**src/rtl/lisa_loader_pkg.sv**
```systemverilog
// rtl/lisa_loader_pkg.sv - shared types and constants for the imem byte-stream loader
package lisa_loader_pkg;

   // Frame parser states, in frame byte order
   typedef enum logic [2:0] {
      IDLE,
      ADDR_LO,
      ADDR_HI,
      LEN_LO,
      LEN_HI,
      DATA,
      CSUM
   } state_t;

   // err_code values reported alongside the err pulse
   localparam logic [1:0] ERR_CSUM  = 2'b01;
   localparam logic [1:0] ERR_OOB   = 2'b10;
   localparam logic [1:0] ERR_ABORT = 2'b11;

   // Default frame start marker
   localparam logic [7:0] SYNC_DEFAULT = 8'hA5;

endpackage

```
**src/rtl/lisa_imem_loader.sv**
```systemverilog
// rtl/lisa_imem_loader.sv - framed byte-stream loader for lisa_imem; LISA_LOADER_CHECKSUM_EN adds trailing XOR check
module lisa_imem_loader
   import lisa_loader_pkg::*;
#(
   parameter int         MEM_BYTES = 512,
   parameter logic [7:0] SYNC_BYTE = SYNC_DEFAULT
) (
   input  logic        clk,
   input  logic        rst,
   input  logic        in_valid,
   input  logic [7:0]  in_data,
   output logic        in_ready,
   input  logic        abort,
   output logic        load_we,
   output logic [15:0] load_addr,
   output logic [7:0]  load_data,
   output logic        core_hold,
   output logic        busy,
   output logic        done,
   output logic        err,
   output logic [1:0]  err_code
);

   // 17 bits so a full 64 KiB memory still compares correctly against a 16-bit address
   localparam logic [16:0] MEM_LIM = 17'(MEM_BYTES);

   state_t      state, state_nx;
   logic [15:0] addr_q, addr_nx;
   logic [15:0] len_q, len_nx;
   logic        oob_q, oob_nx;
   logic        we_nx, done_nx, err_nx, hold_nx, busy_nx;
   logic [15:0] waddr_nx;
   logic [7:0]  wdata_nx;
   logic [1:0]  code_nx;
   logic        finish;
`ifdef LISA_LOADER_CHECKSUM_EN
   logic [7:0]  csum_q, csum_nx;
   logic        sum_bad;
`endif

   // The loader never stalls; only abort blocks the handshake
   assign in_ready = !abort;

   // Next-state, datapath and registered-output decode
   always_comb begin
      state_nx = state;
      addr_nx  = addr_q;
      len_nx   = len_q;
      oob_nx   = oob_q;
      we_nx    = 1'b0;
      waddr_nx = load_addr;
      wdata_nx = load_data;
      done_nx  = 1'b0;
      err_nx   = 1'b0;
      code_nx  = 2'b00;
      hold_nx  = core_hold;
      finish   = 1'b0;
`ifdef LISA_LOADER_CHECKSUM_EN
      csum_nx  = csum_q;
      sum_bad  = 1'b0;
`endif
      if (abort) begin
         // Abort wins over any byte offered this cycle; core stays held
         if (state != IDLE) begin
            state_nx = IDLE;
            err_nx   = 1'b1;
            code_nx  = ERR_ABORT;
         end
      end else if (in_valid) begin
`ifdef LISA_LOADER_CHECKSUM_EN
         if (state != IDLE && state != CSUM) csum_nx = csum_q ^ in_data;
`endif
         case (state)
            IDLE: begin
               if (in_data == SYNC_BYTE) begin
                  state_nx = ADDR_LO;
                  hold_nx  = 1'b1;
                  oob_nx   = 1'b0;
`ifdef LISA_LOADER_CHECKSUM_EN
                  csum_nx  = 8'h00;
`endif
               end
            end
            ADDR_LO: begin
               addr_nx[7:0] = in_data;
               state_nx     = ADDR_HI;
            end
            ADDR_HI: begin
               addr_nx[15:8] = in_data;
               state_nx      = LEN_LO;
            end
            LEN_LO: begin
               len_nx[7:0] = in_data;
               state_nx    = LEN_HI;
            end
            LEN_HI: begin
               len_nx[15:8] = in_data;
               if ({in_data, len_q[7:0]} == 16'd0) begin
`ifdef LISA_LOADER_CHECKSUM_EN
                  state_nx = CSUM;
`else
                  finish   = 1'b1;
`endif
               end else begin
                  state_nx = DATA;
               end
            end
            DATA: begin
               // Out-of-range bytes are consumed but only flagged
               if ({1'b0, addr_q} < MEM_LIM) begin
                  we_nx    = 1'b1;
                  waddr_nx = addr_q;
                  wdata_nx = in_data;
               end else begin
                  oob_nx = 1'b1;
               end
               addr_nx = addr_q + 16'd1;
               len_nx  = len_q - 16'd1;
               if (len_q == 16'd1) begin
`ifdef LISA_LOADER_CHECKSUM_EN
                  state_nx = CSUM;
`else
                  finish   = 1'b1;
`endif
               end
            end
`ifdef LISA_LOADER_CHECKSUM_EN
            CSUM: begin
               sum_bad = (in_data != csum_q);
               finish  = 1'b1;
            end
`endif
            default: state_nx = IDLE;
         endcase
      end
      if (finish) begin
         state_nx = IDLE;
`ifdef LISA_LOADER_CHECKSUM_EN
         if (sum_bad) begin
            err_nx  = 1'b1;
            code_nx = ERR_CSUM;
         end else
`endif
         if (oob_nx) begin
            err_nx  = 1'b1;
            code_nx = ERR_OOB;
         end else begin
            done_nx = 1'b1;
            hold_nx = 1'b0;
         end
      end
      busy_nx = (state_nx != IDLE);
   end

   // State, counters and registered outputs
   always_ff @(posedge clk or posedge rst) begin
      if (rst) begin
         state     <= IDLE;
         addr_q    <= 16'd0;
         len_q     <= 16'd0;
         oob_q     <= 1'b0;
         load_we   <= 1'b0;
         load_addr <= 16'd0;
         load_data <= 8'd0;
         core_hold <= 1'b1;
         busy      <= 1'b0;
         done      <= 1'b0;
         err       <= 1'b0;
         err_code  <= 2'b00;
`ifdef LISA_LOADER_CHECKSUM_EN
         csum_q    <= 8'h00;
`endif
      end else begin
         state     <= state_nx;
         addr_q    <= addr_nx;
         len_q     <= len_nx;
         oob_q     <= oob_nx;
         load_we   <= we_nx;
         load_addr <= waddr_nx;
         load_data <= wdata_nx;
         core_hold <= hold_nx;
         busy      <= busy_nx;
         done      <= done_nx;
         err       <= err_nx;
         err_code  <= code_nx;
`ifdef LISA_LOADER_CHECKSUM_EN
         csum_q    <= csum_nx;
`endif
      end
   end

endmodule

```
**config.mk**
```make
export PLATFORM = sky130hd
export DESIGN_NAME = lisa_imem_loader
export DESIGN_NICKNAME = d
export VERILOG_FILES = /design/src/rtl/lisa_loader_pkg.sv /design/src/rtl/lisa_imem_loader.sv
export SDC_FILE = /design/constraint.sdc
export NUM_CORES = 1
export LEC_CHECK = 0
export BUFFER_PORTS_ARGS = -buffer_cell sky130_fd_sc_hd__buf_2
export CORE_MARGIN = 3
export CORE_UTILIZATION = 35
export CTS_CLUSTER_DIAMETER = 80
export CTS_CLUSTER_SIZE = 25
export DETAILED_ROUTE_END_ITERATION = 6
export HOLD_SLACK_MARGIN = 0.02
export PLACE_DENSITY = 0.63
export SETUP_SLACK_MARGIN = 0.15
export SKIP_CTS_REPAIR_TIMING = 1
export SLEW_MARGIN = 10
export SYNTH_ARGS = -nofsm -noshare
export SYNTH_HDL_FRONTEND = slang
export SYNTH_SLANG_ARGS = --single-unit
```
**constraint.sdc**
```tcl
create_clock -name clk -period 4.6 [get_ports clk]
set_input_delay 1.38 -clock clk [delete_from_list [all_inputs] [get_ports clk]]
set_output_delay 1.38 -clock clk [all_outputs]
set_load 0.02 [all_outputs]
```
== Word-level counts from Yosys, hierarchy flattened ==
Index checks and enable logic that the tools add are counted.
Word-level totals
  flip-flop bits (word level): 67
  input bits: 12
  output and inout bits: 32
  word-level logic and storage cells: 80
Operators by class
  $add $sub $neg: 2
  magnitude comparators: 1
  equality and inequality tests: 7
  multiplexer cells: 41
  bitwise logic cells: 1
  reduce and logical (&&, ||, !) cells: 14
Operators with widths (number)
  $pmux W8 S2: 4
  $mux W1: 24
  $mux W3: 6
  $pmux W3 S6: 1
  $add A16 B1 Y16 const B: 1
  $eq A16 B1 Y1 const B: 1
  $logic_not A16 Y1: 1
  $lt A16 B10 Y1 const B: 1
  $sub A16 B1 Y16 const B: 1
  $reduce_and A3 Y1: 4
  $eq A8 B8 Y1 const B: 1
  $mux W2: 4
  $reduce_bool A2 Y1: 4
  $eq A3 B2 Y1 const B: 2
  $eq A3 B3 Y1 const B: 2
  $reduce_bool A3 Y1: 2
  $pmux W1 S2: 2
  $reduce_and A4 Y1: 1
  $eq A3 B1 Y1 const B: 1
  $logic_not A3 Y1: 1
  $logic_not A1 Y1: 1
  $not A1 Y1: 1

== Logic depth before layout (Yosys ltp) ==
Gate-level depths: netlist of the first run.
  depth after elaboration: 7
  depth in mapped cells: 8

== Least setup slack after synthesis of the first run ==
No wires, ideal clock.
  kind: input -> register
  from: input in_data[6]
  to: register core_hold
  library setup time: 0.078 ns
  arrival time: 2.896 ns
  slack: 1.626 ns
  stages: 5
  path buffers: 0
  cells stage by stage: or4_1 -> or4_4 -> or2_4 -> a21oi_2 -> nor2_1
On the way
  cells in the longest elaborated chain, start to end: 7
  elaborated cells between the ends (all ways): 16
  those cells by class: eq/ne: 1; mux: 14; reduce/logical: 1
RTL lines
  start: declaration: line lisa_imem_loader.sv:11  | input logic [7:0] in_data,
  $eq A8 B8 Y1: line lisa_imem_loader.sv:75  | if (in_data == SYNC_BYTE) begin
  $mux W1: line lisa_imem_loader.sv:75
  $pmux W1 S2 or $mux W1 (tied branches): line lisa_imem_loader.sv:73  | case (state)
  $mux W1: line lisa_imem_loader.sv:69  | end else if (in_valid) begin
  $mux W1: line lisa_imem_loader.sv:62  | if (abort) begin
  $mux W1: line lisa_imem_loader.sv:144  | if (oob_nx) begin
  $mux W1 (*): line lisa_imem_loader.sv:136  | if (finish) begin
  net hold_nx: line lisa_imem_loader.sv:31  | logic we_nx, done_nx, err_nx, hold_nx, busy_nx;
  end signal: assignment: line lisa_imem_loader.sv:181  | core_hold <= hold_nx;
  end: declaration: line lisa_imem_loader.sv:17  | output logic core_hold,
The timed path passes the listed nets; every way through them passes the cells marked *.
A chain may end at the register's enable or synchronous reset.

== Final worst setup path of the first run ==
  from: input abort
  to: output in_ready
On the way
  cells in the longest elaborated chain, start to end: 1
RTL lines
  start: declaration: line lisa_imem_loader.sv:13  | input logic abort,
  $logic_not A1 Y1: line lisa_imem_loader.sv:42  | assign in_ready = !abort;
  end: declaration: line lisa_imem_loader.sv:12  | output logic in_ready,
Every way passes these cells.

==> results.tsv, run 1 <==
metric	value	unit
critPathRequiredTime	3.22	ns
critPathLaunchType	input port	
dr.pass1.iters	4	
antenna_found_initial	0	
gp_congestion	0.823	
clk_pin_slew	0.07	ns
dieArea	10900	sq um
port_buffers	43	
die_y	104	um
grt_setup_unrepaired	no	
clkLatencyLatePin	0.34	ns
worstMarginPinSlew	1.20	ns
fin_cells	522	
num_rows	35	
wl_per_cell	15.7	um
setup_viol	0	
grt_pass1_wl	13800	um
grt-ovfl-total	0	
grt_pass1_vias	2704	
max-cap-violations	0	
die_x	104	um
synth_flop_cell	dfrtp_1	
vias	2854	
ant_nets	0	
track_usage	0.155	
cts_tree	built	
syn_inst	354	
synthArstFlopShare	1.00	
antenna-diode-count	0	
worst_setup_path_end_kind	output port	
syn_to_final_growth	14.9	%
cts.sinks	66	
fin_skew	0.00780	ns
hold_class	reg -> reg	
hold_ws	0.489	ns
numCtsBuffers	9	
routed_via_density	5.47	
core_region_area	9330	sq um
yosys_warnings	0	
synth_nets	370	
arrival	1.73	ns
ys_seq_area_frac	0.487	
syn_area_per_cell	9.58	sq um
finalWirelength	8200	um
fin_nets	404	
clockRootBuffer	clkbuf_8	
slew_headroom	0.199	
cp_max_fo	6	
status	finished clean	
drive_above_1_share	0.224	
fmax	321	MHz
grt_max_degree	35	
period_share	0.677	
cts_buffer_depth	2	
fin_tns_setup	0	ns
dr.first_iter.drc_count	224	
totalPowerFinal	1.18	mW
p_leak	1.88	nW
dp_hpwl	5770	um
synth_cell_types	55	
powerDensity	303	nW/um^2
drc_errors	0	
cts_max_level	3	
place_inst	506	
start_util	0.364	
path_class	in -> out	
fin_crit	3.11	ns
hold_viol_final	0	
ir_drop	0.0961	mV
drv_slew	0	
fin_util	0.418	
syn_area	3390	sq um
synth_edf_count	0	
io_pins	44	
ys_ff_latch	66	
[area by class of cell]
type	count	area, sq um
fill	904	5430
sequential	66	1650
multi-input combinational	252	1600
timing repair buffer	45	230
tap	129	161
clock buffer	10	138
clock inverter	6	65.1
inverter	14	52.6
[cells by family after synthesis]
group | count (synthesis) | share of synthesized area
AND/OR/NAND/NOR | 124 | 0.196
AO/OA/AOI/OAI | 108 | 0.208
flip-flops | 66 | 0.487
buffers and inverters | 36 | 0.0413
multiplexers | 15 | 0.0498
adder cells (fa/ha/maj) | 4 | 0.0148
XOR/XNOR | 1 | 0.00258
[metrics by stage]
stage          instance area [sq um]  setup WS (ns)
4_1_cts                         3900           1.48
3_3_place_gp                    3700           1.26
2_1_floorplan                   3390           1.57
3_5_place_dp                    3700           1.16
5_1_grt                         3900           1.39
6_report                        3900           1.49
[power by group]
part           internal [mW]  total [mW]  switching, mW  leakage (nW)
clock                  0.266       0.497          0.231         0.103
combinational         0.0258      0.0726         0.0468         0.892
sequential             0.594       0.611         0.0174         0.883
total                  0.886        1.18          0.295          1.88
[flip-flops by register name, summed over array words and instances (netlist names)]
register	flops
load_data	8
done	1
state	3
load_addr	16
load_we	1
err_code	1
oob_q	1
core_hold	1
len_q	16
addr_q	16
busy	1
err	1
[worst paths after layout]
| check | startpoint | to | slack (ns) | depth (start not counted) |
|---|---|---|---|---|
| hold reg to reg | load_addr[12] | load_addr[12] | 0.49 | 1 |
| min in group asynchronous | rst | state[0] | 1.15 | 2 |
| setup reg to reg | addr_q[12] | load_addr[6] | 1.70 | 4 |
| max in group asynchronous | rst | addr_q[11] | 2.57 | 3 |
| hold / removal | load_addr[12] | load_addr[12] | 0.49 | 1 |
| setup / recovery | abort | in_ready | 1.49 | 3 |
[critical path: stages]
cell,delay (ns)
buf_2,0.13
inv_1,0.06
buf_2,0.16
[Yosys cell counts (8+ instances only)]
cell type,instances,area share
nand3_1,8,0.012
a21oi_1,30,0.044
mux2_2,15,0.050
clkbuf_1,20,0.022
inv_1,14,0.015
o21ai_0,19,0.028
nor3_1,15,0.022
nand2_1,23,0.025
o22a_1,9,0.023
and2_1,9,0.017
dfrtp_1,65,0.48
a31oi_1,9,0.017
nor2_1,30,0.033
[layout by cell type, fill, tap and decap left out, types with 3 or more instances in the layout]
cell type  synthesis  final
nor2_1            30     30
nor4_1             3      3
or4_1              4      4
ha_1               4      4
and3_1             4      4
a21o_1             4      4
o21a_1             3      3
nand2_1           23     23
and2_1             9      9
dfrtp_1           65     65
nor3_1            15     15
nand4_1            3      3
o31ai_1            4      4
nand3_1            8      8
o22a_1             9      9
inv_1             14     13
a21oi_1           30     30
clkbuf_8           0     10
a22o_1             3      3
a311oi_1           3      3
buf_2              1     43
a31oi_1            9      9
or3_1              6      6
o22ai_1            6      6
a41oi_1            3      3
o21ai_0           19     19
nand3b_1           3      3
mux2_2            15     15
or4_4              3      3
[per-layer routing]
layer / global-route usage / share of wire / wire length (um)
met3: 0.0279 / 0.067 / 546
met2: 0.237 / 0.45 / 3690
met5: 0 / 0 / 0
met4: 0.0731 / 0.030 / 250
met1: 0.211 / 0.45 / 3720
Note: power is estimated with default switching activity, not from simulation.
==> inputs of run 2 (changes only) <==
==> constraint.sdc (replaced) <==
create_clock -name clk -period 3.2 [get_ports clk]
set_input_delay 0.96 -clock clk [delete_from_list [all_inputs] [get_ports clk]]
set_output_delay 0.96 -clock clk [all_outputs]
set_load 0.02 [all_outputs]
==> results.tsv, run 2 (synthesis results as in run 1) <==
metric	value	unit
grt_pass1_wl	13600	um
crit_path_top_delay_cell	or4_1	
hold_viol_final	0	
critical_path.cell_chain	buf_2 > or4_1 > or4_4 > or2_4 > a21oi_2 > nor2_1	
fmax	415	MHz
grt_max_degree	67	
hp-start	load_addr[9]	
numCtsBuffers	9	
status	finished clean	
dp_slack	0.445	ns
fin_crit	2.41	ns
grt-ovfl-total	0	
grt_pass1_vias	2688	
gp_congestion	0.874	
start_util	0.364	
cts_buffer_depth	2	
dp_hpwl	5620	um
drc_errors	0	
io_pins	44	
drv_slew	0	
finalWirelength	8170	um
multiInputGateArea	1600	sq um
ir_drop	0.184	mV
fillers	889	
critPathRequiredTime	3.48	ns
ant_nets	0	
num_rows	35	
worstMarginPinSlew	0.628	ns
hold_ws	0.484	ns
clockRootBuffer	clkbuf_8	
dr.pass1.iters	4	
worst_setup_path_end_kind	flop	
antenna-diode-count	0	
placed_area	3720	sq um
syn_to_final_growth	16.5	%
crit_buf_inv	1	
fin_area	3950	sq um
antenna_found_initial	0	
setup_viol	0	
max-cap-violations	0	
reg.largest.list	addr_q (16), len_q (16), load_addr (16)	
path_class	in -> reg	
port_buffers	43	
crit_family	simple AND/OR/NAND/NOR gates	
drive_above_1_share	0.228	
final_common_cell	dfrtp_1	
critPathLaunchType	input port	
final_cell_mix	65 x dfrtp_1, 43 x buf_2, 30 x nor2_1, 30 x a21oi_1, 23 x nand2_1	
p_leak	1.90	nW
powerDensity	452	nW/um^2
max_stage_delay	0.57	ns
core_region_area	9330	sq um
worst_slack	0.791	ns
track_usage	0.153	
wl_per_cell	15.6	um
cts_tree	built	
cp_max_fo	4	
die_x	104	um
r2r-start	len_q[0]	
fin_skew	0.0135	ns
hold_class	reg -> reg	
vias	2861	
cts.sinks	66	
routed_via_density	5.46	
clkLatencyLatePin	0.36	ns
period_share	0.753	
clk_pin_slew	0.08	ns
fin_nets	406	
arrival	2.69	ns
startpoint	in_data[4]	
dr.first_iter.drc_count	168	
fin_tns_setup	0	ns
dieArea	10900	sq um
grt_setup_unrepaired	no	
seqCellArea	1650	sq um
cts_max_level	3	
slew_headroom	0.578	
die_y	104	um
[run 2: per-layer routing]
layer  share of wire  up-vias  GRT usage
met5               0        -          0
li1                -     1378          -
met3           0.051       15     0.0292
met4           0.024        0     0.0684
met1            0.46     1377      0.203
met2            0.46       91      0.243
[run 2: through the flow]
step | utilization | power (mW) | instances
5_1_grt | 0.423 | 1.85 | 524
3_3_place_gp | 0.399 | 0.998 | 508
2_1_floorplan | - | 0.955 | 354
3_5_place_dp | 0.399 | 1.00 | 508
4_1_cts | 0.423 | 1.80 | 524
6_report | 0.423 | 1.79 | 524
[run 2: final cells by class]
| cell class | instances | share of cell area |
|---|---|---|
| sequential | 66 | 0.418 |
| timing repair buffer | 47 | 0.0653 |
| clock inverter | 7 | 0.0260 |
| multi-input combinational | 252 | 0.405 |
| tap | 129 | 0.0409 |
| inverter | 14 | 0.0133 |
| clock buffer | 9 | 0.0314 |
[run 2: where the power goes]
| group | internal (mW) | switching (mW) | total (mW) |
|---|---|---|---|
| Clock | 0.446 | 0.356 | 0.802 |
| Combinational | 0.0389 | 0.0671 | 0.106 |
| Sequential | 0.854 | 0.0245 | 0.878 |
[run 2: path summary, 6_finish.rpt]
path,end,slack [ns],cells after the start
min in group asynchronous,busy,0.63,3
max reg2reg,core_hold,0.88,7
max in group asynchronous,load_data[7],2.23,3
min reg2reg,load_addr[9],0.48,1
min,load_addr[9],0.48,1
max,core_hold,0.79,6
